$ cat src/rtl/lsu_ctrl.sv
// lsu_ctrl: RV32I load/store unit controller between a CPU port and a word-wide memory port.
//   Optional feature macro: LSU_MISALIGN_TRAP_EN (misaligned H/W accesses fault).
//   Ports:
//     clk, rst                         clock, async active-high reset
//     cpu_req/we/funct3/addr/wdata     CPU command, sampled only in IDLE
//     cpu_busy/done/fault/rdata        CPU status and registered load result
//     mem_req/we/addr/be/wdata         memory request, held until mem_gnt
//     mem_gnt, mem_rvalid, mem_rdata   memory grant and load response
module lsu_ctrl #(
    parameter int ADDR_W = 32
) (
    input  logic              clk,
    input  logic              rst,
    input  logic              cpu_req,
    input  logic              cpu_we,
    input  logic [2:0]        cpu_funct3,
    input  logic [ADDR_W-1:0] cpu_addr,
    input  logic [31:0]       cpu_wdata,
    output logic              cpu_busy,
    output logic              cpu_done,
    output logic              cpu_fault,
    output logic [31:0]       cpu_rdata,
    output logic              mem_req,
    output logic              mem_we,
    output logic [ADDR_W-1:0] mem_addr,
    output logic [3:0]        mem_be,
    output logic [31:0]       mem_wdata,
    input  logic              mem_gnt,
    input  logic              mem_rvalid,
    input  logic [31:0]       mem_rdata
);
    typedef enum logic [1:0] {IDLE, REQ, WAIT, DONE} state_t;
    state_t r_state, w_next;
    logic              r_we, r_fault;
    logic [2:0]        r_funct3;
    logic [ADDR_W-1:0] r_addr;
    logic [31:0]       r_wdata, r_rdata, w_load;
    logic              w_legal, w_misalign, w_fault;
    logic [7:0]        w_byte;
    logic [15:0]       w_half;
    logic [3:0]        w_be;

    // Stores only allow B/H/W; loads additionally allow BU/HU.
    assign w_legal = cpu_we ? (cpu_funct3 <= 3'd2) : (cpu_funct3 != 3'd3 && cpu_funct3 < 3'd6);
`ifdef LSU_MISALIGN_TRAP_EN
    assign w_misalign = (cpu_funct3[1:0] == 2'b01 && cpu_addr[0]) ||
                        (cpu_funct3 == 3'd2 && cpu_addr[1:0] != 2'b00);
`else
    assign w_misalign = 1'b0;
`endif
    assign w_fault = !w_legal || w_misalign;

    always_ff @(posedge clk or posedge rst) begin
        if (rst) r_state <= IDLE;
        else     r_state <= w_next;
    end

    always_comb begin
        w_next = r_state;
        case (r_state)
            IDLE:    if (cpu_req) w_next = w_fault ? DONE : REQ;
            REQ:     if (mem_gnt) w_next = r_we ? DONE : WAIT;
            WAIT:    if (mem_rvalid) w_next = DONE;
            default: w_next = IDLE;
        endcase
    end

    assign w_byte = mem_rdata[{r_addr[1:0], 3'b000} +: 8];
    assign w_half = r_addr[1] ? mem_rdata[31:16] : mem_rdata[15:0];
    assign w_load = r_funct3 == 3'd0 ? {{24{w_byte[7]}}, w_byte} :
                    r_funct3 == 3'd4 ? {24'b0, w_byte} :
                    r_funct3 == 3'd1 ? {{16{w_half[15]}}, w_half} :
                    r_funct3 == 3'd5 ? {16'b0, w_half} : mem_rdata;

    always_ff @(posedge clk or posedge rst) begin
        if (rst) begin
            r_we     <= 1'b0;
            r_funct3 <= 3'd0;
            r_addr   <= '0;
            r_wdata  <= 32'd0;
            r_rdata  <= 32'd0;
            r_fault  <= 1'b0;
        end else if (r_state == IDLE && cpu_req) begin
            r_we     <= cpu_we;
            r_funct3 <= cpu_funct3;
            r_addr   <= cpu_addr;
            r_wdata  <= cpu_wdata;
            r_fault  <= w_fault;
            if (w_fault) r_rdata <= 32'd0;
        end else if (r_state == WAIT && mem_rvalid) begin
            r_rdata <= w_load;
        end
    end

    // Low address bits select lanes only; H ignores addr[0] and W ignores addr[1:0].
    assign w_be = r_funct3[1:0] == 2'b00 ? 4'b0001 << r_addr[1:0] :
                  r_funct3[1:0] == 2'b01 ? (r_addr[1] ? 4'b1100 : 4'b0011) : 4'hF;

    assign cpu_busy  = r_state != IDLE;
    assign cpu_done  = r_state == DONE;
    assign cpu_fault = cpu_done && r_fault;
    assign cpu_rdata = r_rdata;
    assign mem_req   = r_state == REQ;
    assign mem_we    = mem_req && r_we;
    assign mem_addr  = {r_addr[ADDR_W-1:2], 2'b00};
    assign mem_be    = mem_req ? (r_we ? w_be : 4'hF) : 4'h0;
    assign mem_wdata = r_funct3[1:0] == 2'b00 ? {4{r_wdata[7:0]}} :
                       r_funct3[1:0] == 2'b01 ? {2{r_wdata[15:0]}} : r_wdata;
endmodule
$ cat config.mk
export PLATFORM = sky130hd
export DESIGN_NAME = lsu_ctrl
export DESIGN_NICKNAME = d
export VERILOG_FILES = /design/src/rtl/lsu_ctrl.sv
export SDC_FILE = /design/constraint.sdc
export NUM_CORES = 1
export LEC_CHECK = 0
export ABC_AREA = 1
export CAP_MARGIN = 25
export CELL_PAD_IN_SITES_DETAIL_PLACEMENT = 0
export CELL_PAD_IN_SITES_GLOBAL_PLACEMENT = 1
export CORE_ASPECT_RATIO = 0.75
export CORE_MARGIN = 1
export CORE_UTILIZATION = 29
export DETAILED_ROUTE_END_ITERATION = 10
export HOLD_SLACK_MARGIN = 0.1
export PLACE_DENSITY = 0.77
export SKIP_LAST_GASP = 1
export SYNTH_ARGS = -nofsm -noshare
export SYNTH_HDL_FRONTEND = slang
export SYNTH_SLANG_ARGS = --single-unit
$ cat constraint.sdc
create_clock -name clk -period 3.7 [get_ports clk]
set_input_delay 0.925 -clock clk [delete_from_list [all_inputs] [get_ports clk]]
set_output_delay 0.925 -clock clk [all_outputs]
set_load 0.1 [all_outputs]
==> impl_metrics.json <==
{
  "synth_edf_count": 0,
  "cp-start-kind": "register",
  "cp.required_ns": 2.77,
  "syn_area_mm2": 0.00584,
  "status": "finished with violations",
  "clock_skew_ns": 0.0148,
  "yosysSeqAreaShare_pct": 44.1,
  "ant_nets": 0,
  "area_growth_pct": 39.8,
  "fp.dieW_um": 166,
  "drv_slew": 0,
  "rows": 44,
  "post-dp-hpwl_mm": 13.9,
  "rsz0062_at_grt": "no",
  "hold_slack_ns": 0.481,
  "viasPerCell": 4.52,
  "fin_tns_setup_ns": 0,
  "yosysUniqueCellTypes": 29,
  "arrival_ns": 2.19,
  "core_area_mm2": 0.0195,
  "globalplace.congestion": 0.860,
  "htree_levels": 3,
  "synth_ff_type": "dfrtp_1",
  "antenna_found_initial": 0,
  "end_kind": "output pin",
  "finalSetupViolCount": 0,
  "clk_latency_ns": 0.36,
  "timing.fmax_ghz": 0.321,
  "wl_per_cell_um": 15.6,
  "cp_max_fo": 18,
  "maxCapViolCount": 0,
  "n_antenna_cell": 0,
  "cts_sinks": 103,
  "hp-class": "reg -> reg",
  "final_layout_size_suffix_gt1_share_pct": 13.0,
  "synth_area_per_cell_um2": 7.37,
  "ys_ff_latch": 103,
  "fp.dieH_um": 125,
  "detail_route.first_pass.iterations": 8,
  "tightest_slew_ns": 1.00,
  "fp.dieArea_mm2": 0.0207,
  "path_class": "reg -> out",
  "postCtsHoldBufs": 0,
  "grt-ovfl-total": 0,
  "grt_pass1_vias": 5269,
  "drtIter0Drc": 411,
  "finalWirelength_mm": 18.7,
  "syn_inst": 792,
  "nets": 1049,
  "hold_depth": 2,
  "initial_utilization_pct": 29.9,
  "relSlewSlack_pct": 33.1,
  "violations": "design-rule violations",
  "cts_tree": "yes",
  "grt_pass1_wl_mm": 30.2,
  "ys_warn_count": 0,
  "num_vias": 5415,
  "clockBufferDepth": 2,
  "grt_usage_pct": 18.6,
  "io_buffers": 207,
  "cts_resized": 0,
  "grt_max_degree": 70,
  "synthArstFlopShare_pct": 100,
  "drc_errors": 13,
  "post_cts_buffers": 0,
  "clk_pin_slew_ns": 0.08,
  "finalHoldViolCount": 0,
  "ios": 210,
  "post-route-period-util_pct": 84.2,
  "root_buffer": "clkbuf_16",
  "numCtsBuffers": 9,
  "r2r_cells": 5,
  "finalCriticalPeriod_ns": 3.11
}
==> synth_stat cells, types with 4 or more instances <==
master | instances | share of area [%]
o211ai_1 | 10 | 1.3
nand3_2 | 12 | 2.1
nand2_2 | 4 | 0.43
clkbuf_1 | 10 | 0.64
inv_1 | 48 | 3.1
o21ai_0 | 24 | 2.1
ha_1 | 4 | 0.86
nand3_1 | 81 | 6.9
buf_2 | 13 | 1.1
dfrtp_1 | 103 | 44
nand2_1 | 380 | 24
buf_6 | 9 | 1.7
nor2_1 | 19 | 1.2
a31oi_1 | 4 | 0.43
buf_4 | 48 | 6.2
==> cell usage in the layout, fill, tap and decap left out, drive strengths merged, types with 4 or more instances in the layout <==
master	count
nand3	94
o21ai	24
a31oi	4
inv	57
dfrtp	103
nor2	22
buf	75
clkbuf	9
clkdlybuf4s50	142
nand2	387
ha	4
o211ai	10
==> critical path, cell delays in order, from the launching register on <==
cell and delay [ns]:
dfrtp_1 0.59, nor2_2 0.63, nand2_1 0.16, o211ai_1 0.22
buf_12 0.22
==> per-layer routing <==
metal / up-vias / share of wire [%] / GRT usage (%)
met3: 14 / 7.5 / 5.18
met4: 0 / 1.1 / 4.07
li1: 2726 / - / -
met1: 2491 / 51 / 27.9
met5: - / 0 / 0
met2: 184 / 41 / 26.2
==> sequential cells by signal (all words and copies together), names as in the netlist <==
name,count
r_we,1
cpu_rdata,32
r_state,2
r_addr,32
r_fault,1
r_wdata,32
r_funct3,3
==> stage by stage <==
stage                     util, %  cells  setup slack, ns  area, um2
after detailed placement     40.2   1182            0.930       7860
final                        41.8   1198            0.585       8160
after floorplan                 -    793           -0.302       5840
after global routing         41.8   1198            0.385       8160
after global placement       40.2   1182            0.973       7860
after CTS                    41.8   1198            0.533       8160
==> logic make-up (layout without fill, tap and decap cells) <==
family,after synthesis,in the layout,synth area share [%]
AO/OA/AOI/OAI,44,44,4.39
AND/OR/NAND/NOR,506,506,37.2
other,1,2,0.0642
flip-flops,103,103,44.1
adder cells (fa/ha/maj),4,4,0.857
buffers and inverters,134,286,13.3
==> final timing paths <==
path / slack [ns] / endpoint / from
setup / recovery: 0.59 / mem_wdata[29] / r_funct3[1]
hold / removal: 0.48 / r_wdata[31] / r_wdata[31]
setup reg to reg: 1.70 / cpu_rdata[13] / r_funct3[1]
hold reg to reg: 0.48 / r_wdata[31] / r_wdata[31]
max in group asynchronous: 1.99 / cpu_rdata[24] / rst
min in group asynchronous: 0.93 / r_addr[17] / rst
==> layout make-up <==
cell class	instances	area, um2
clock buffers	9	225
clock inverters	7	83.8
fillers	2031	11400
inverters	53	214
multi-input cells	556	2490
flip-flops and latches	103	2580
well taps	253	317
repair buffers	217	2260
Power is left out: the tool's default activity adds up to more than one toggle a clock period on the data nets, which glitch-free logic cannot reach.
